### config.mk
export PLATFORM = sky130hd
export DESIGN_NAME = lsu_flat
export DESIGN_NICKNAME = d
export VERILOG_FILES = /design/src/rtl/lsu_pkg.sv /design/src/rtl/lsu_if.sv /design/src/rtl/lsu_align.sv /design/src/rtl/lsu.sv /design/src/flat_wrapper.sv
export SDC_FILE = /design/constraint.sdc
export NUM_CORES = 1
export LEC_CHECK = 0
export BUFFER_PORTS_ARGS = -buffer_cell sky130_fd_sc_hd__buf_4
export CAP_MARGIN = 20
export CORE_UTILIZATION = 43
export CTS_CLUSTER_DIAMETER = 40
export DETAILED_ROUTE_END_ITERATION = 16
export PLACE_DENSITY = 0.88
export SYNTH_ARGS = -nofsm -noshare
export SYNTH_HDL_FRONTEND = slang
export SYNTH_SLANG_ARGS = --single-unit
### constraint.sdc
create_clock -name clk -period 2.5 [get_ports clk]
set_clock_uncertainty 0.2 [all_clocks]
set_input_delay 0.5 -clock clk [delete_from_list [all_inputs] [get_ports clk]]
set_output_delay 0.5 -clock clk [all_outputs]
set_load 0.05 [all_outputs]
### src/rtl/lsu_pkg.sv
`default_nettype none
// ============================================================================
// Module   : lsu_pkg
// Purpose  : Shared types and constants for the load/store unit.
// Revision : 1.0
// ============================================================================
package lsu_pkg;

  localparam int MEM_AW_DEFAULT = 8;

  localparam logic [2:0] F3_B  = 3'd0;
  localparam logic [2:0] F3_H  = 3'd1;
  localparam logic [2:0] F3_W  = 3'd2;
  localparam logic [2:0] F3_BU = 3'd4;
  localparam logic [2:0] F3_HU = 3'd5;

  typedef enum logic [1:0] {
    ST_IDLE = 2'd0,
    ST_LOAD = 2'd1,
    ST_RMW  = 2'd2,
    ST_DONE = 2'd3
  } lsu_state_e;

  // Size codes that are meaningless for the given direction.
  function automatic logic f3_illegal(input logic we, input logic [2:0] f3);
    logic bad;
    bad = (f3 == 3'd3) || (f3 == 3'd6) || (f3 == 3'd7);
    if (we && ((f3 == F3_BU) || (f3 == F3_HU)))
      bad = 1'b1;
    return bad;
  endfunction

  function automatic logic f3_misaligned(input logic [2:0] f3, input logic [1:0] lane);
    logic bad;
    bad = 1'b0;
    if (((f3 == F3_H) || (f3 == F3_HU)) && lane[0])
      bad = 1'b1;
    if ((f3 == F3_W) && (lane != 2'b00))
      bad = 1'b1;
    return bad;
  endfunction

endpackage : lsu_pkg
`default_nettype wire

### src/rtl/lsu_if.sv
`default_nettype none
// ============================================================================
// Module   : lsu_if
// Purpose  : Core request/response channel plus data-RAM port of the LSU.
// Revision : 1.0
// ============================================================================
interface lsu_if;

  logic        req_valid;
  logic        req_ready;
  logic        req_we;
  logic [31:0] req_addr;
  logic [31:0] req_wdata;
  logic [2:0]  req_funct3;

  logic        resp_valid;
  logic [31:0] resp_rdata;
  logic        resp_err;

  logic        mem_we;
  logic [31:0] mem_addr;
  logic [31:0] mem_wdata;
  logic [31:0] mem_rdata;

  modport slave (
    input  req_valid, req_we, req_addr, req_wdata, req_funct3, mem_rdata,
    output req_ready, resp_valid, resp_rdata, resp_err, mem_we, mem_addr, mem_wdata
  );

  modport master (
    output req_valid, req_we, req_addr, req_wdata, req_funct3, mem_rdata,
    input  req_ready, resp_valid, resp_rdata, resp_err, mem_we, mem_addr, mem_wdata
  );

endinterface : lsu_if
`default_nettype wire

### src/rtl/lsu_align.sv
`default_nettype none
// ============================================================================
// Module   : lsu_align
// Purpose  : Lane extract/extend for loads and lane merge for sub-word stores.
// Revision : 1.0
// ============================================================================
module lsu_align
  import lsu_pkg::*;
(
  input  wire logic [2:0]  i_f3,
  input  wire logic [1:0]  i_lane,
  input  wire logic [31:0] i_rdata,
  input  wire logic [31:0] i_wdata,
  output logic      [31:0] o_load_data,
  output logic      [31:0] o_merge_data
);

  logic [4:0]  w_byte_sh;
  logic [4:0]  w_half_sh;
  logic [31:0] w_shifted;
  logic [7:0]  w_byte;
  logic [15:0] w_half;
  logic [31:0] w_byte_mask;
  logic [31:0] w_half_mask;

  // Halfwords are only ever legal at lane 0 or 2, so the upper lane bit alone picks the half.
  assign w_byte_sh   = {i_lane, 3'b000};
  assign w_half_sh   = {i_lane[1], 4'b0000};
  assign w_shifted   = i_rdata >> w_byte_sh;
  assign w_byte      = w_shifted[7:0];
  assign w_half      = i_rdata[w_half_sh +: 16];
  assign w_byte_mask = 32'h0000_00FF << w_byte_sh;
  assign w_half_mask = 32'h0000_FFFF << w_half_sh;

  always_comb begin
    o_load_data = i_rdata;
    case (i_f3)
      F3_B:    o_load_data = {{24{w_byte[7]}}, w_byte};
      F3_BU:   o_load_data = {24'h0, w_byte};
      F3_H:    o_load_data = {{16{w_half[15]}}, w_half};
      F3_HU:   o_load_data = {16'h0, w_half};
      default: o_load_data = i_rdata;
    endcase
  end

  always_comb begin
    o_merge_data = i_wdata;
    case (i_f3[1:0])
      2'b00: o_merge_data = (i_rdata & ~w_byte_mask)
                          | ({24'h0, i_wdata[7:0]} << w_byte_sh);
      2'b01: o_merge_data = (i_rdata & ~w_half_mask)
                          | ({16'h0, i_wdata[15:0]} << w_half_sh);
      default: o_merge_data = i_wdata;
    endcase
  end

endmodule : lsu_align
`default_nettype wire

### src/rtl/lsu.sv
`default_nettype none
// ============================================================================
// Module   : lsu
// Purpose  : RV32 load/store unit in front of a single-port word RAM without
//            byte enables; sub-word stores are done as read-modify-write.
// Revision : 1.0
// ============================================================================
module lsu
  import lsu_pkg::*;
#(
  parameter int MEM_AW = MEM_AW_DEFAULT
) (
  input  wire logic clk,
  input  wire logic rst,
  lsu_if.slave      bus
);

  lsu_state_e        r_state;
  lsu_state_e        w_state_nxt;

  logic [MEM_AW-1:0] r_index;
  logic [1:0]        r_lane;
  logic [2:0]        r_f3;
  logic [31:0]       r_wdata;
  logic              r_err;

  logic              w_ready;
  logic              w_accept;
  logic [MEM_AW-1:0] w_req_index;
  logic              w_range_err;
  logic              w_req_err;
  logic [31:0]       w_load_data;
  logic [31:0]       w_merge_data;

  assign w_ready     = (r_state == ST_IDLE) && !rst;
  assign w_accept    = bus.req_valid && w_ready;
  assign w_req_index = bus.req_addr[MEM_AW+1:2];
  assign w_range_err = (bus.req_addr >> (MEM_AW + 2)) != 32'h0;
  assign w_req_err   = w_range_err
                     || f3_illegal(bus.req_we, bus.req_funct3)
                     || f3_misaligned(bus.req_funct3, bus.req_addr[1:0]);

  lsu_align u_align (
    .i_f3         (r_f3),
    .i_lane       (r_lane),
    .i_rdata      (bus.mem_rdata),
    .i_wdata      (r_wdata),
    .o_load_data  (w_load_data),
    .o_merge_data (w_merge_data)
  );

  always_ff @(posedge clk or posedge rst) begin
    if (rst) begin
      r_state <= ST_IDLE;
      r_index <= '0;
      r_lane  <= 2'b00;
      r_f3    <= 3'b000;
      r_wdata <= 32'h0;
      r_err   <= 1'b0;
    end else begin
      r_state <= w_state_nxt;
      if (w_accept) begin
        r_index <= w_req_index;
        r_lane  <= bus.req_addr[1:0];
        r_f3    <= bus.req_funct3;
        r_wdata <= bus.req_wdata;
        r_err   <= w_req_err;
      end
    end
  end

  always_comb begin
    w_state_nxt    = r_state;
    bus.req_ready  = w_ready;
    bus.mem_we     = 1'b0;
    bus.mem_addr   = 32'(r_index);
    bus.mem_wdata  = 32'h0;
    bus.resp_valid = 1'b0;
    bus.resp_err   = 1'b0;
    bus.resp_rdata = 32'h0;

    case (r_state)
      ST_IDLE: begin
        if (w_accept) begin
          if (w_req_err) begin
            // Rejected requests leave the RAM port untouched.
            w_state_nxt = ST_DONE;
          end else begin
            bus.mem_addr = 32'(w_req_index);
            if (!bus.req_we) begin
              w_state_nxt = ST_LOAD;
            end else if (bus.req_funct3 == F3_W) begin
              bus.mem_we    = 1'b1;
              bus.mem_wdata = bus.req_wdata;
              w_state_nxt   = ST_DONE;
            end else begin
              w_state_nxt = ST_RMW;
            end
          end
        end
      end
      ST_LOAD: begin
        bus.resp_valid = 1'b1;
        bus.resp_rdata = w_load_data;
        w_state_nxt    = ST_IDLE;
      end
      ST_RMW: begin
        // mem_rdata here is the word read on the accept edge.
        bus.mem_we    = 1'b1;
        bus.mem_wdata = w_merge_data;
        w_state_nxt   = ST_DONE;
      end
      ST_DONE: begin
        bus.resp_valid = 1'b1;
        bus.resp_err   = r_err;
        w_state_nxt    = ST_IDLE;
      end
      default: w_state_nxt = ST_IDLE;
    endcase
  end

endmodule : lsu
`default_nettype wire
### src/flat_wrapper.sv
// flat-port wrapper written by rule: the top's interface ports become plain ports
module lsu_flat import lsu_pkg::*;
#(
  parameter int MEM_AW = MEM_AW_DEFAULT
)
  (clk, rst, bus_req_valid, bus_req_we, bus_req_addr, bus_req_wdata, bus_req_funct3, bus_mem_rdata, bus_req_ready, bus_resp_valid, bus_resp_rdata, bus_resp_err, bus_mem_we, bus_mem_addr, bus_mem_wdata);
  lsu_if bus_i ();
  input  wire logic clk;
  input  wire logic rst;
  input wire logic [$bits(bus_i.req_valid)-1:0] bus_req_valid;
  input wire logic [$bits(bus_i.req_we)-1:0] bus_req_we;
  input wire logic [$bits(bus_i.req_addr)-1:0] bus_req_addr;
  input wire logic [$bits(bus_i.req_wdata)-1:0] bus_req_wdata;
  input wire logic [$bits(bus_i.req_funct3)-1:0] bus_req_funct3;
  input wire logic [$bits(bus_i.mem_rdata)-1:0] bus_mem_rdata;
  output wire logic [$bits(bus_i.req_ready)-1:0] bus_req_ready;
  output wire logic [$bits(bus_i.resp_valid)-1:0] bus_resp_valid;
  output wire logic [$bits(bus_i.resp_rdata)-1:0] bus_resp_rdata;
  output wire logic [$bits(bus_i.resp_err)-1:0] bus_resp_err;
  output wire logic [$bits(bus_i.mem_we)-1:0] bus_mem_we;
  output wire logic [$bits(bus_i.mem_addr)-1:0] bus_mem_addr;
  output wire logic [$bits(bus_i.mem_wdata)-1:0] bus_mem_wdata;
  assign bus_i.req_valid = bus_req_valid;
  assign bus_i.req_we = bus_req_we;
  assign bus_i.req_addr = bus_req_addr;
  assign bus_i.req_wdata = bus_req_wdata;
  assign bus_i.req_funct3 = bus_req_funct3;
  assign bus_i.mem_rdata = bus_mem_rdata;
  assign bus_req_ready = bus_i.req_ready;
  assign bus_resp_valid = bus_i.resp_valid;
  assign bus_resp_rdata = bus_i.resp_rdata;
  assign bus_resp_err = bus_i.resp_err;
  assign bus_mem_we = bus_i.mem_we;
  assign bus_mem_addr = bus_i.mem_addr;
  assign bus_mem_wdata = bus_i.mem_wdata;
  lsu #(.MEM_AW(MEM_AW)) u_core (.clk(clk), .rst(rst), .bus(bus_i));
endmodule
; ---- After elaboration in Yosys (flattened, before gate mapping)
; Index checks and enable logic that the tools add are counted.
[totals]
in_bits = 103
output_inout_bits = 100
elab_cells = 77
reg_bits = 48
[classes]
n_shift = 6
reduce_logical = 18
n_eq_ne = 15
muxes = 26
n_bitwise = 6
[ops]
columns = cell, n
row1 = $mux 32, 7
row2 = $pmux 32 s2, 2
row3 = $pmux 32 s4, 1
row4 = $and 32x32->32, 2
row5 = $not 32->32, 2
row6 = $or 32x32->32, 2
row7 = $reduce_bool 32->1, 1
row8 = $shiftx 32x6->16, 1
row9 = $shl 16x5->32, 1
row10 = $shl 16x5->32 const A, 1
row11 = $shl 8x5->32, 1
row12 = $shl 8x5->32 const A, 1
row13 = $shr 32x5->8, 1
row14 = $eq 3x3->1 const B, 6
row15 = $mux 1, 10
row16 = $mux 8, 1
row17 = $eq 3x1->1 const B, 2
row18 = $eq 3x2->1 const B, 2
row19 = $logic_or 1x1->1, 6
row20 = $mux 2, 3
row21 = $pmux 2 s3, 1
row22 = $logic_and 1x1->1, 5
row23 = $eq 2x1->1 const B, 2
row24 = $eq 2x2->1 const B, 2
row25 = other kinds (7), 8

; ---- Logic depth before layout (Yosys ltp)
[depth]
ltp_word = 9
depth_mapped = 7
ltp_nobuf = 4

; ---- By module
; From an unflattened synthesis, not the netlist that was laid out.
[hier_totals]
hier_cells = 497
area_unflattened_um2 = 4655.7
[modules_own_cells]
columns = mod, instances, cells_per_inst, area_each_um2, seq_area_each_um2
row1 = lsu, 1, 239, 2830.2, 1201.2
row2 = lsu_align, 1, 258, 1825.5, 0.0

; ---- Worst setup path before layout
; OpenSTA, ideal clock, no wires.
[synth_path]
kind = reg2out
start = register u_core.r_f3[1]
end = output bus_resp_rdata[7]
arrival_ps = 3510
stages_incl_launch_ff = 6
t_required_ps = 1800
slack_ps = -1710
n_path_buf = 3
cell_sequence = dfrtp_1 buf_2 clkbuf_1 clkbuf_1 nor3_1 a2111oi_0
[synth_between]
elab_chain_cells = 3
word_cells_on_any_way = 6
classes_between = eq/ne: 3 / mux: 2 / reduce/logical: 1
[synth_lines]
columns = item, line_no
row1 = "start, declared", lsu.sv:23  ; logic [2:0] r_f3;
row2 = "start signal, assigned", lsu.sv:65  ; r_f3 <= bus.req_funct3;
row3 = "$eq 3x3->1, or another cell as far along", lsu_align.sv:37  ; case (i_f3)
row4 = $pmux 32 s4 (*), lsu_align.sv:37
row5 = $mux 32 (*), lsu.sv:82  ; case (r_state)
row6 = "end, declared", flat_wrapper.sv:18  ; output wire logic [$bits(bus_i.resp_rdata)-1:0] bus_resp_rdata;
; Mark *: on every way between the ends. The rest lies on a longest branch, timed or not.

; ---- Final worst setup path
[layout_path]
start = input bus_req_addr[25]
end = output bus_mem_addr[4]
[layout_between]
elab_chain_cells = 6
[layout_lines]
columns = item, line_no
row1 = "start, declared", flat_wrapper.sv:12  ; input wire logic [$bits(bus_i.req_addr)-1:0] bus_req_addr;
row2 = $reduce_bool 32->1, lsu.sv:38  ; assign w_range_err = (bus.req_addr >> (MEM_AW + 2)) != 32'h0;
row3 = $logic_or 1x1->1, lsu.sv:40  ; || f3_illegal(bus.req_we, bus.req_funct3)
row4 = $logic_or 1x1->1, lsu.sv:41  ; || f3_misaligned(bus.req_funct3, bus.req_addr[1:0]);
row5 = $mux 8, lsu.sv:85  ; if (w_req_err) begin
row6 = $mux 32, lsu.sv:84  ; if (w_accept) begin
row7 = $mux 32, lsu.sv:82
row8 = "end, declared", flat_wrapper.sv:21  ; output wire logic [$bits(bus_i.mem_addr)-1:0] bus_mem_addr;
; No other way between the ends.

==> results.py <==
metrics = {
    "die": {
        "die-area_um2": 10100,
        "die_height_um": 101,
        "coreArea_um2": 9330,
        "core.rowCount": 35,
        "pin_count": 203,
        "initial_utilization": 0.448,
        "die_w_um": 101,
    },
    "grt": {
        "grt_max_degree": 41,
        "antenna_found_initial": 0,
        "grt_pass1_vias": 5349,
        "globalRoute.totalOverflow": 0,
        "grt.total_usage": 0.363,
        "grt_pass1_wl_um": 28000,
    },
    "sta": {
        "tightest_slew_ps": 554,
        "final_hold_viol_count": 0,
        "fmax_mhz": 341,
        "relSlewSlack": 0.631,
        "setup_viol": 73,
        "rsz0062_at_grt": "yes",
        "setup_slack_ps": -432,
        "fin_crit_sh": 1.17,
        "final_max_slew_viol_count": 0,
        "period_minus_slack_ps": 2930,
        "fin_tns_setup_ps": -24740,
    },
    "drt": {
        "vias": 5627,
        "drc_errors": 1,
        "first_pass_iters": 12,
        "avgViaCountPerCell": 6.23,
        "wirelength_um": 20500,
        "ant_nets": 0,
        "avgRoutedWirePerCell_um": 22.7,
        "drt_first_iter_violations": 613,
    },
    "clock_tree": {
        "cts_tree": "yes",
        "cts-htree-levels": 2,
        "numClockSinks": 48,
        "clk_pin_slew_ps": 100,
        "worstSkewPairLatency_ps": 320,
        "cts_root_buf": "clkbuf_8",
        "cts_buffer_depth": 2,
        "numCtsBuffers": 5,
    },
    "worst_setup_path": {
        "required_ps": 1800,
        "startpoint_type": "primary input",
        "r2r_cells": 8,
        "path_class": "in -> out",
        "end_kind": "output pin",
        "critPathMaxFanout": 4,
        "rrSetupSlack_ps": 410,
        "r2r_end": "u_core.r_state[0]",
        "arrival_ps": 2230,
        "r2r_start": "u_core.r_state[1]",
    },
    "power": {
        "power.switching_mw": 5.74,
        "power_density_nw_per_um2": 1360,
        "power_frac_clock": 0.051,
        "netSwitchingFraction": 0.533,
        "p_int_mw": 5.04,
        "vdd_drop_max_v": 0.000770,
        "p_leak_nw": 3.71,
        "combPwrFrac": 0.799,
        "share_seq_of_total_power": 0.150,
        "power_mw": 10.8,
    },
    "synthesis": {
        "yosys.area.top_type_share": 0.288,
        "synth-seq-cells": 48,
        "synth_edf_count": 0,
        "synthCells": 532,
        "yosys.area.top_type": "dfrtp_1",
        "synth.most_common_cell": "nand2_1",
        "synthTopCellsByArea": "dfrtp_1 (29%), nand2_1 (13%), buf_4 (4.7%), a21o_1 (4.3%), a221oi_1 (3.4%)",
        "syn_area_per_cell_um2": 7.85,
        "synthesis.area_um2": 4180,
        "ys_warn_count": 0,
        "synthArstFlopShare": 1.00,
        "synthFlopType": "dfrtp_1",
        "synth_common_cells": "nand2_1 (147), dfrtp_1 (48), clkbuf_1 (32)",
        "seq_area_frac_synth": 0.288,
        "yosysUniqueCellTypes": 52,
    },
    "min_path": {
        "hp-start": "bus_req_addr[2]",
        "min_path_type": "in -> reg",
        "hold_end": "u_core.r_index[0]",
        "hold_depth": 3,
    },
    "layout": {
        "fin_area_um2": 7920,
        "seqCellArea_um2": 1200,
        "multiInputGateArea_um2": 3490,
        "diodes": 0,
        "drive_gt1_frac": 0.523,
        "area_delta_synth_final_pct": 89.5,
        "fin_nets": 876,
        "nFillCells": 456,
    },
    "job": {
        "max_cap_violations": 0,
    },
    "place": {
        "place.detailed.hpwl_um": 12500,
        "io_buffer_count": 178,
        "globalplace.congestion": 0.906,
        "post_dp_cell_area_um2": 6510,
        "pre_cts_slack_ps": -510,
    },
    "outcome": {
        "status": "finished with violations",
        "violations": "DRC, setup timing",
    },
}
[sequential cells by signal (all words and copies together) (netlist names)]
signal          flops
u_core.r_lane       2
u_core.r_index      8
u_core.r_wdata     32
u_core.r_err        1
u_core.r_state      2
u_core.r_f3         3
[per-layer routing]
metal  wire (µm)  track usage  vias up
li1            -            -     2352
met1        7050        0.431     2687
met2       10000        0.649      457
met3        2110       0.0770      131
met4        1290        0.124        0
met5           0            0        -
[worst max-delay path by stage]
stage,slack (ps),cells past startpoint,endpoint,startpoint
final,-430,9,bus_mem_addr[4],bus_req_addr[25]
after global routing,-490,9,bus_mem_addr[4],bus_req_addr[25]
after CTS,-390,7,bus_mem_wdata[4],bus_req_addr[10]
after detailed placement,-510,8,bus_mem_addr[1],bus_req_addr[10]
after global placement,-650,6,bus_resp_rdata[29],bus_mem_rdata[31]
after floorplan,-370,6,bus_mem_wdata[6],bus_req_addr[11]
[cell type report]
cell class / instances / area share
flip-flops and latches: 48 / 0.152
clock buffers: 6 / 0.0104
repair buffers: 281 / 0.363
well taps: 129 / 0.0204
clock inverters: 2 / 0.00190
inverters: 22 / 0.0107
multi-input cells: 415 / 0.441
[critical path, stage by stage]
cell	delay [ps]
buf_6	100
nor4_4	270
nand4_2	170
buf_6	160
nor4_4	240
buf_4	190
clkbuf_16	150
mux2_4	310
buf_8	150
[kinds of logic after synthesis]
logic type             Yosys count  share of synthesized area
other                            1                   0.000898
and+or+nand+nor                209                      0.232
AOI/OAI and AO/OA              164                      0.318
DFF                             48                      0.288
buffers and inverters           92                      0.113
muxes                           18                     0.0488
[layout by cell type, fill, tap and decap left out, types with 9 or more instances in the layout]
master / count
o22ai_4: 9
dfrtp_1: 46
buf_12: 13
buf_4: 166
buf_8: 43
a31o_4: 16
mux2_4: 9
a21o_1: 14
nand2_1: 141
buf_6: 54
conb_1: 24
o311a_1: 14
inv_1: 18
o21ai_0: 13
nor2_1: 14
a21oi_1: 9
a21o_4: 10
[power by group through the flow]
stage	logic (mW)	registers, mW	clock network, mW
2_1_floorplan	4.65	1.37	0
3_3_place_gp	6.42	1.51	0
3_5_place_dp	6.55	1.54	0
4_1_cts	7.69	1.54	0.532
5_1_grt	8.91	1.62	0.572
6_report	8.61	1.62	0.546
[per-stage QoR]
step / utilization / hold WS, ps / std cells
floorplan: - / 237 / 555
global placement: 0.697 / 244 / 859
finish: 0.849 / 187 / 903
CTS: 0.797 / 182 / 883
detailed placement: 0.698 / 247 / 860
global route: 0.849 / 187 / 903
[timing repair]
action,4_1_cts,5_1_grt
cloned,4,3
endpoints found under the hold margin,8,0
hold buffers,1,0
resized for setup,158,67
pin swaps,9,12
setup endpoints to repair,73,73
setup buffers,12,19
Note: power is estimated with default switching activity, not from simulation.
